`config.mk`:
```
export PLATFORM = sky130hd
export DESIGN_NAME = cmd_link
export DESIGN_NICKNAME = d
export VERILOG_FILES = /design/src/rtl/cmd_link_pkg.sv /design/src/rtl/uart_trx.sv /design/src/rtl/cmd_link.sv
export SDC_FILE = /design/constraint.sdc
export NUM_CORES = 1
export LEC_CHECK = 0
export CAP_MARGIN = 20
export CORE_MARGIN = 2
export CORE_UTILIZATION = 50
export CTS_CLUSTER_SIZE = 25
export DETAILED_ROUTE_END_ITERATION = 16
export PLACE_DENSITY = 0.72
export SLEW_MARGIN = 15
export SYNTH_ARGS = -nofsm -noshare
export SYNTH_HDL_FRONTEND = slang
export SYNTH_SLANG_ARGS = --single-unit
```
`constraint.sdc`:
```
create_clock -name clk -period 5 [get_ports clk]
set_input_delay 0.5 -clock clk [delete_from_list [all_inputs] [get_ports clk]]
set_output_delay 0.5 -clock clk [all_outputs]
set_load 0.01 [all_outputs]
```
`src/rtl/cmd_link_pkg.sv`:
```
// Shared types and constants for the cmd_link serial command interface.
package cmd_link_pkg;

  typedef enum logic [0:0] {
    WAIT_HI = 1'b0,
    WAIT_LO = 1'b1
  } asm_state_e;

  localparam int unsigned BAUD_DIV_DEF     = 5208;
  localparam int unsigned TIMEOUT_CLKS_DEF = 1_000_000;
  localparam logic [7:0]  RESP_ACK         = 8'hA5;
  localparam int unsigned CMD_OPC_MSB      = 15;

  // Counter width able to hold values 0 .. n-1.
  function automatic int unsigned cnt_width(input int unsigned n);
    return ($clog2(n) < 1) ? 1 : $clog2(n);
  endfunction

endpackage

```
`src/rtl/uart_trx.sv`:
```
// Bit-level 8N1 UART engines: synchronized receiver and independent transmitter.
module uart_trx
  import cmd_link_pkg::*;
#(
  parameter int unsigned BAUD_DIV = BAUD_DIV_DEF
) (
  input  logic       clk,
  input  logic       rst_n,
  input  logic       rx,
  output logic       tx,
  output logic       rx_rdy,
  output logic [7:0] rx_data,
  input  logic       trmt,
  input  logic [7:0] tx_data,
  output logic       tx_done
);

  localparam int unsigned CW = cnt_width(BAUD_DIV);
  localparam logic [CW-1:0] FULL = CW'(BAUD_DIV - 1);
  localparam logic [CW-1:0] HALF = CW'(BAUD_DIV / 2 - 1);

  logic          r_rx_meta, r_rx_sync, r_rx_prev;
  logic [1:0]    r_rx_arm;
  logic          r_rx_busy;
  logic [CW-1:0] r_rx_cnt;
  logic [3:0]    r_rx_bit;
  logic [7:0]    r_rx_shift;

  // The preset synchronizer contents are not real line history, so edge
  // detection stays disarmed until the real line value reaches r_rx_prev.
  always_ff @(posedge clk) begin
    if (!rst_n) begin
      r_rx_meta  <= 1'b1;
      r_rx_sync  <= 1'b1;
      r_rx_prev  <= 1'b1;
      r_rx_arm   <= 2'd0;
      r_rx_busy  <= 1'b0;
      r_rx_cnt   <= '0;
      r_rx_bit   <= 4'd0;
      r_rx_shift <= 8'h00;
      rx_rdy     <= 1'b0;
      rx_data    <= 8'h00;
    end else begin
      r_rx_meta <= rx;
      r_rx_sync <= r_rx_meta;
      r_rx_prev <= r_rx_sync;
      rx_rdy    <= 1'b0;
      if (r_rx_arm != 2'd3) r_rx_arm <= r_rx_arm + 2'd1;
      if (!r_rx_busy) begin
        if (r_rx_arm == 2'd3 && r_rx_prev && !r_rx_sync) begin
          r_rx_busy <= 1'b1;
          r_rx_cnt  <= '0;
          r_rx_bit  <= 4'd0;
        end
      end else if (r_rx_cnt == ((r_rx_bit == 4'd0) ? HALF : FULL)) begin
        r_rx_cnt <= '0;
        r_rx_bit <= r_rx_bit + 4'd1;
        if (r_rx_bit == 4'd0) begin
          if (r_rx_sync) r_rx_busy <= 1'b0;  // glitch, not a real start bit
        end else if (r_rx_bit == 4'd9) begin
          r_rx_busy <= 1'b0;
          if (r_rx_sync) begin
            rx_rdy  <= 1'b1;
            rx_data <= r_rx_shift;
          end
        end else begin
          r_rx_shift <= {r_rx_sync, r_rx_shift[7:1]};
        end
      end else begin
        r_rx_cnt <= r_rx_cnt + CW'(1);
      end
    end
  end

  logic          r_tx_busy;
  logic [CW-1:0] r_tx_cnt;
  logic [3:0]    r_tx_bit;
  logic [9:0]    r_tx_shift;

  always_ff @(posedge clk) begin
    if (!rst_n) begin
      r_tx_busy  <= 1'b0;
      r_tx_cnt   <= '0;
      r_tx_bit   <= 4'd0;
      r_tx_shift <= '1;
      tx_done    <= 1'b0;
    end else begin
      tx_done <= 1'b0;
      if (!r_tx_busy) begin
        if (trmt) begin
          r_tx_busy  <= 1'b1;
          r_tx_cnt   <= '0;
          r_tx_bit   <= 4'd0;
          r_tx_shift <= {1'b1, tx_data, 1'b0};
        end
      end else if (r_tx_cnt == FULL) begin
        r_tx_cnt   <= '0;
        r_tx_shift <= {1'b1, r_tx_shift[9:1]};
        if (r_tx_bit == 4'd9) begin
          r_tx_busy <= 1'b0;
          r_tx_bit  <= 4'd0;
          tx_done   <= 1'b1;
        end else begin
          r_tx_bit <= r_tx_bit + 4'd1;
        end
      end else begin
        r_tx_cnt <= r_tx_cnt + CW'(1);
      end
    end
  end

  assign tx = r_tx_shift[0];

endmodule

```
`src/rtl/cmd_link.sv`:
```
// Two-byte command assembler and response sender over a UART link.
// Optional high/low byte gap timeout: define CMD_LINK_TIMEOUT_EN.
module cmd_link
  import cmd_link_pkg::*;
#(
  parameter int unsigned BAUD_DIV     = BAUD_DIV_DEF,
  parameter int unsigned TIMEOUT_CLKS = TIMEOUT_CLKS_DEF
) (
  input  logic                 clk,
  input  logic                 rst_n,
  input  logic                 RX,
  output logic                 TX,
  output logic [CMD_OPC_MSB:0] cmd,
  output logic                 cmd_rdy,
  input  logic                 clr_cmd_rdy,
  input  logic                 send_resp,
  input  logic [7:0]           resp,
  output logic                 resp_sent
);

  logic       w_rx_rdy;
  logic [7:0] w_rx_data;

  uart_trx #(
    .BAUD_DIV(BAUD_DIV)
  ) u_trx (
    .clk    (clk),
    .rst_n  (rst_n),
    .rx     (RX),
    .tx     (TX),
    .rx_rdy (w_rx_rdy),
    .rx_data(w_rx_data),
    .trmt   (send_resp),
    .tx_data(resp),
    .tx_done(resp_sent)
  );

  asm_state_e           r_state, w_state_nxt;
  logic [CMD_OPC_MSB:0] r_cmd, w_cmd_nxt;
  logic                 r_cmd_rdy, w_rdy_nxt;
  logic                 w_tmo_hit;

`ifdef CMD_LINK_TIMEOUT_EN
  localparam int unsigned TW = cnt_width(TIMEOUT_CLKS);
  logic [TW-1:0] r_tmo_cnt;

  always_ff @(posedge clk) begin
    if (!rst_n || r_state != WAIT_LO || w_rx_rdy) r_tmo_cnt <= '0;
    else                                          r_tmo_cnt <= r_tmo_cnt + TW'(1);
  end

  assign w_tmo_hit = (r_state == WAIT_LO) && (r_tmo_cnt == TW'(TIMEOUT_CLKS - 1));
`else
  // Timeout length has no effect when the feature is compiled out.
  logic w_tmo_unused;
  assign w_tmo_unused = (TIMEOUT_CLKS == 0);
  assign w_tmo_hit    = 1'b0;
`endif

  always_ff @(posedge clk) begin
    if (!rst_n) begin
      r_state   <= WAIT_HI;
      r_cmd     <= '0;
      r_cmd_rdy <= 1'b0;
    end else begin
      r_state   <= w_state_nxt;
      r_cmd     <= w_cmd_nxt;
      r_cmd_rdy <= w_rdy_nxt;
    end
  end

  // Clear is applied first so a completing low byte in the same cycle wins.
  always_comb begin
    w_state_nxt = r_state;
    w_cmd_nxt   = r_cmd;
    w_rdy_nxt   = r_cmd_rdy;
    if (clr_cmd_rdy) w_rdy_nxt = 1'b0;
    unique case (r_state)
      WAIT_HI: begin
        if (w_rx_rdy) begin
          w_cmd_nxt[CMD_OPC_MSB -: 8] = w_rx_data;
          w_rdy_nxt                   = 1'b0;
          w_state_nxt                 = WAIT_LO;
        end
      end
      WAIT_LO: begin
        if (w_rx_rdy) begin
          w_cmd_nxt[7:0] = w_rx_data;
          w_rdy_nxt      = 1'b1;
          w_state_nxt    = WAIT_HI;
        end else if (w_tmo_hit) begin
          w_state_nxt = WAIT_HI;
        end
      end
      default: w_state_nxt = WAIT_HI;
    endcase
  end

  assign cmd     = r_cmd;
  assign cmd_rdy = r_cmd_rdy;

endmodule

```
==> summary.md <==
| Metric | Value |
|---|---|
| Reg-to-reg critical path startpoint | u_trx.r_tx_busy |
| #FFs+latches synth | 86 |
| CORE AREA | 7647 um2 |
| Fin nets | 471 |
| Post-Syn Instances | 420 |
| Min-delay src | u_trx.r_rx_meta |
| Num ports | 32 |
| Min cycle time layout | 2.180 ns |
| Max Slew Vio Count | 0 |
| Combinational share of power | 5.1% |
| CP Class | flop to flop |
| Max Cap Violations | 0 |
| CTS Sinks | 86 |
| Post-synth EDFFs | 0 |
| Clock group share of total power | 39.7% |
| Pleak | 0.001692 uW |
| Synth area leader | dfxtp_1 |
| WHS Path Cells | 1 |
| Die Y | 92.28 um |
| Setup WS post-layout | 2.820 ns |
| Initial antenna violation count | 0 |
| Vias in the first global route | 2893 |
| Final Hold Vio Count | 0 |
| Hold crit path type | flop to flop |
| RSZ-0062 raised after global routing | false |
| Sequential area share after synthesis | 44.19% |
| Hold buffer count at CTS | 0 |
| Req. time, crit path | 5.28 ns |
| Share of the synthesized area in the top cell type | 44.19% |
| Final WL | 7361 um |
| Max Root-Sink Buffers | 2 |
| Synth warn | 0 |
| ANT cells | 0 |
| Fin Setup TNS | 0 ns |
| Most frequent cells in the layout | dfxtp_1, nand2_1, mux2i_1 |
| Reg2Reg Setup Slack | 2.82 ns |
| Most common cell after layout, fill and taps aside | dfxtp_1 |
| Drt via density | 5.387 |
| PwrDens | 284.0 nW/um2 |
| Global route overflow | 0 |
| DRT iter0 DRCs | 114 |
| R2R Path End | u_trx.r_tx_cnt[7] |
| Rel. slew slack | 53.94% |
| Fmax achieved | 458.7 MHz |
| TritonCTS Buffers | 9 |
| Largest net degree at the start of global routing | 70 |
| Peak supply drop | 0.1427 mV |
| Ranking of synthesized cells by area | dfxtp_1, mux2i_1, nand2_1 |
| Total global-route track usage | 17.95% |
| Die Area | 8515 um2 |
| Final ANT Viol Nets | 0 |
| Crit-path max FO | 18 |
| Switching share of power | 24.10% |
| Filler cells | 668 |
| First-pass DRT Iterations | 5 |
| Initial Utilization | 50.95% |
| Vias | 2990 |
| Post-CTS Resized | 0 |
| DRC | 0 |
| CTS tree | yes |
| CTS root buf | clkbuf_8 |
| Cell-internal power | 967.9 uW |
| Hold WS | 0.4179 ns |
| Hold Path End | u_trx.r_rx_sync |
| Area Overhead vs Synth | 15.22% |
| Clock transition at path regs | 0.09 ns |
| HPWL after DPL | 5092 um |
| Post-Place Worst Slack | 2.536 ns |
| Run status | finished clean |
| Worst EP arrival | 2.46 ns |
| # port buffers | 31 |
| Async S/R FF share, synth | 0% |
| Syn_area_per_cell | 9.277 um2 |
| R2R depth | 4 |
| Crit. End Element | flop |
| H-Tree Depth | 3 |
| Worst-margin pin slew | 0.6883 ns |
| Kind of start point of the critical path | flop |
| Die W | 92.28 um |
| Syn nets | 443 |
| Final Setup Violations | 0 |
| Skew-Pair Late Insertion Delay | 0.35 ns |
| WL per Instance | 13.26 um |
| Layout cell share with drive strength beyond 1 | 7.947% |
| Ys flop type | dfxtp_1 |
| Final Util | 58.70% |
| Netlist Area Pre-Place | 3896 um2 |
| Sequential Power Share | 55.3% |
| Clk_skew | 0.009370 ns |
| Cell variety after synth | 55 |
| Rows | 32 |
| Tcrit/Tclk final | 43.60% |
| Post CTS Setup Buffer Count | 0 |
| Switching power | 307.3 uW |
| GPL Wtd Cong | 0.8485 |
| First-pass GRT wire length | 12590 um |
-- routing by layer --
layer  GRT usage [%]  wire [um]  vias to the layer above
li1                -          -                     1548
met1           22.27       3618                     1384
met2           31.19       3439                       51
met3           4.601        216                        7
met4           4.353         87                        0
met5               0          0                        -
-- cell type report --
class                      count  area [um2]  area share, %
timing repair buffer          34       327.8          7.302
clock inverter                 7       82.58          1.839
clock buffer                   9       123.9          2.759
sequential                    86        1722          38.35
inverter                       5       18.77         0.4181
tap                          102       127.6          2.843
multi-input combinational    312        2087          46.49
-- how the worst max path moves through the flow --
stage	from	endpoint	slack, ns	depth (start not counted)
after floorplan	u_trx.r_rx_bit[0]	u_trx.r_rx_bit[3]	3.11	6
after detailed placement	rst_n	u_trx.r_tx_cnt[7]	2.54	6
after global placement	rst_n	u_trx.r_tx_cnt[6]	2.59	6
after global routing	u_trx.r_tx_busy	u_trx.r_tx_cnt[6]	2.55	4
after CTS	u_trx.r_tx_busy	u_trx.r_tx_cnt[7]	2.83	4
final	u_trx.r_tx_busy	u_trx.r_tx_cnt[7]	2.82	4
-- synth_stat cells, types with 3 or more instances --
cell,instances
o21ai_0,23
and3_1,9
a21oi_1,7
nor4bb_1,6
a21boi_0,4
nand2b_1,5
xor2_1,4
nor3_1,7
and2_1,7
a22o_1,3
nand3b_1,3
ha_1,10
nor2_1,16
nor2b_1,26
xnor2_1,5
mux2_2,7
nor3b_1,4
mux2i_1,41
nand2_1,62
inv_1,5
buf_2,4
dfxtp_1,86
clkbuf_1,11
nand3_1,15
nand4_1,7
a31oi_1,4
or3_1,3
-- sequential cells by signal, summed over array words and instances, names as in the netlist --
name	flops
cmd	16
u_trx.r_rx_cnt	13
u_trx.r_tx_cnt	13
u_trx.r_tx_shift	9
u_trx.r_rx_shift	8
u_trx.rx_data	8
u_trx.r_rx_bit	4
u_trx.r_tx_bit	4
u_trx.r_rx_arm	2
cmd_rdy	1
r_state	1
u_trx.r_rx_busy	1
u_trx.r_rx_meta	1
u_trx.r_rx_prev	1
u_trx.r_rx_sync	1
u_trx.r_tx_busy	1
u_trx.rx_rdy	1
u_trx.tx_done	1
-- cell families after synthesis --
kind of cell | Yosys count | share of synthesized area (%)
AO/OA/AOI/OAI | 59 | 9.763
multiplexers | 48 | 12.56
XOR/XNOR | 9 | 2.023
AND/OR/NAND/NOR | 186 | 26.01
adder cells (fa/ha/maj) | 10 | 3.211
buffers and inverters | 22 | 2.248
flip-flops | 86 | 44.19
-- power by group through the flow --
stage                     Combinational, uW  Clock [uW]  Sequential (uW)
after floorplan                        47.9           0              716
after global placement                 63.4           0              720
after detailed placement               65.1           0              721
after CTS                              65.4         517              705
after global routing                   73.4         549              707
final                                  64.4         506              705
-- critical path: stages (launching register included) --
cell and delay [ns]:
dfxtp_1 0.74, nand2_1 0.34, nor2_1 0.62, o21ai_0 0.21
a31oi_1 0.19
-- metrics by stage --
step	instances	total power, uW	instance area (um2)
finish	555	1275	4489
CTS	555	1288	4489
global route	555	1329	4489
floorplan	420	764.1	3896
global placement	539	783.1	4283
detailed placement	539	785.9	4283
Power figures use the tool's default switching activity.
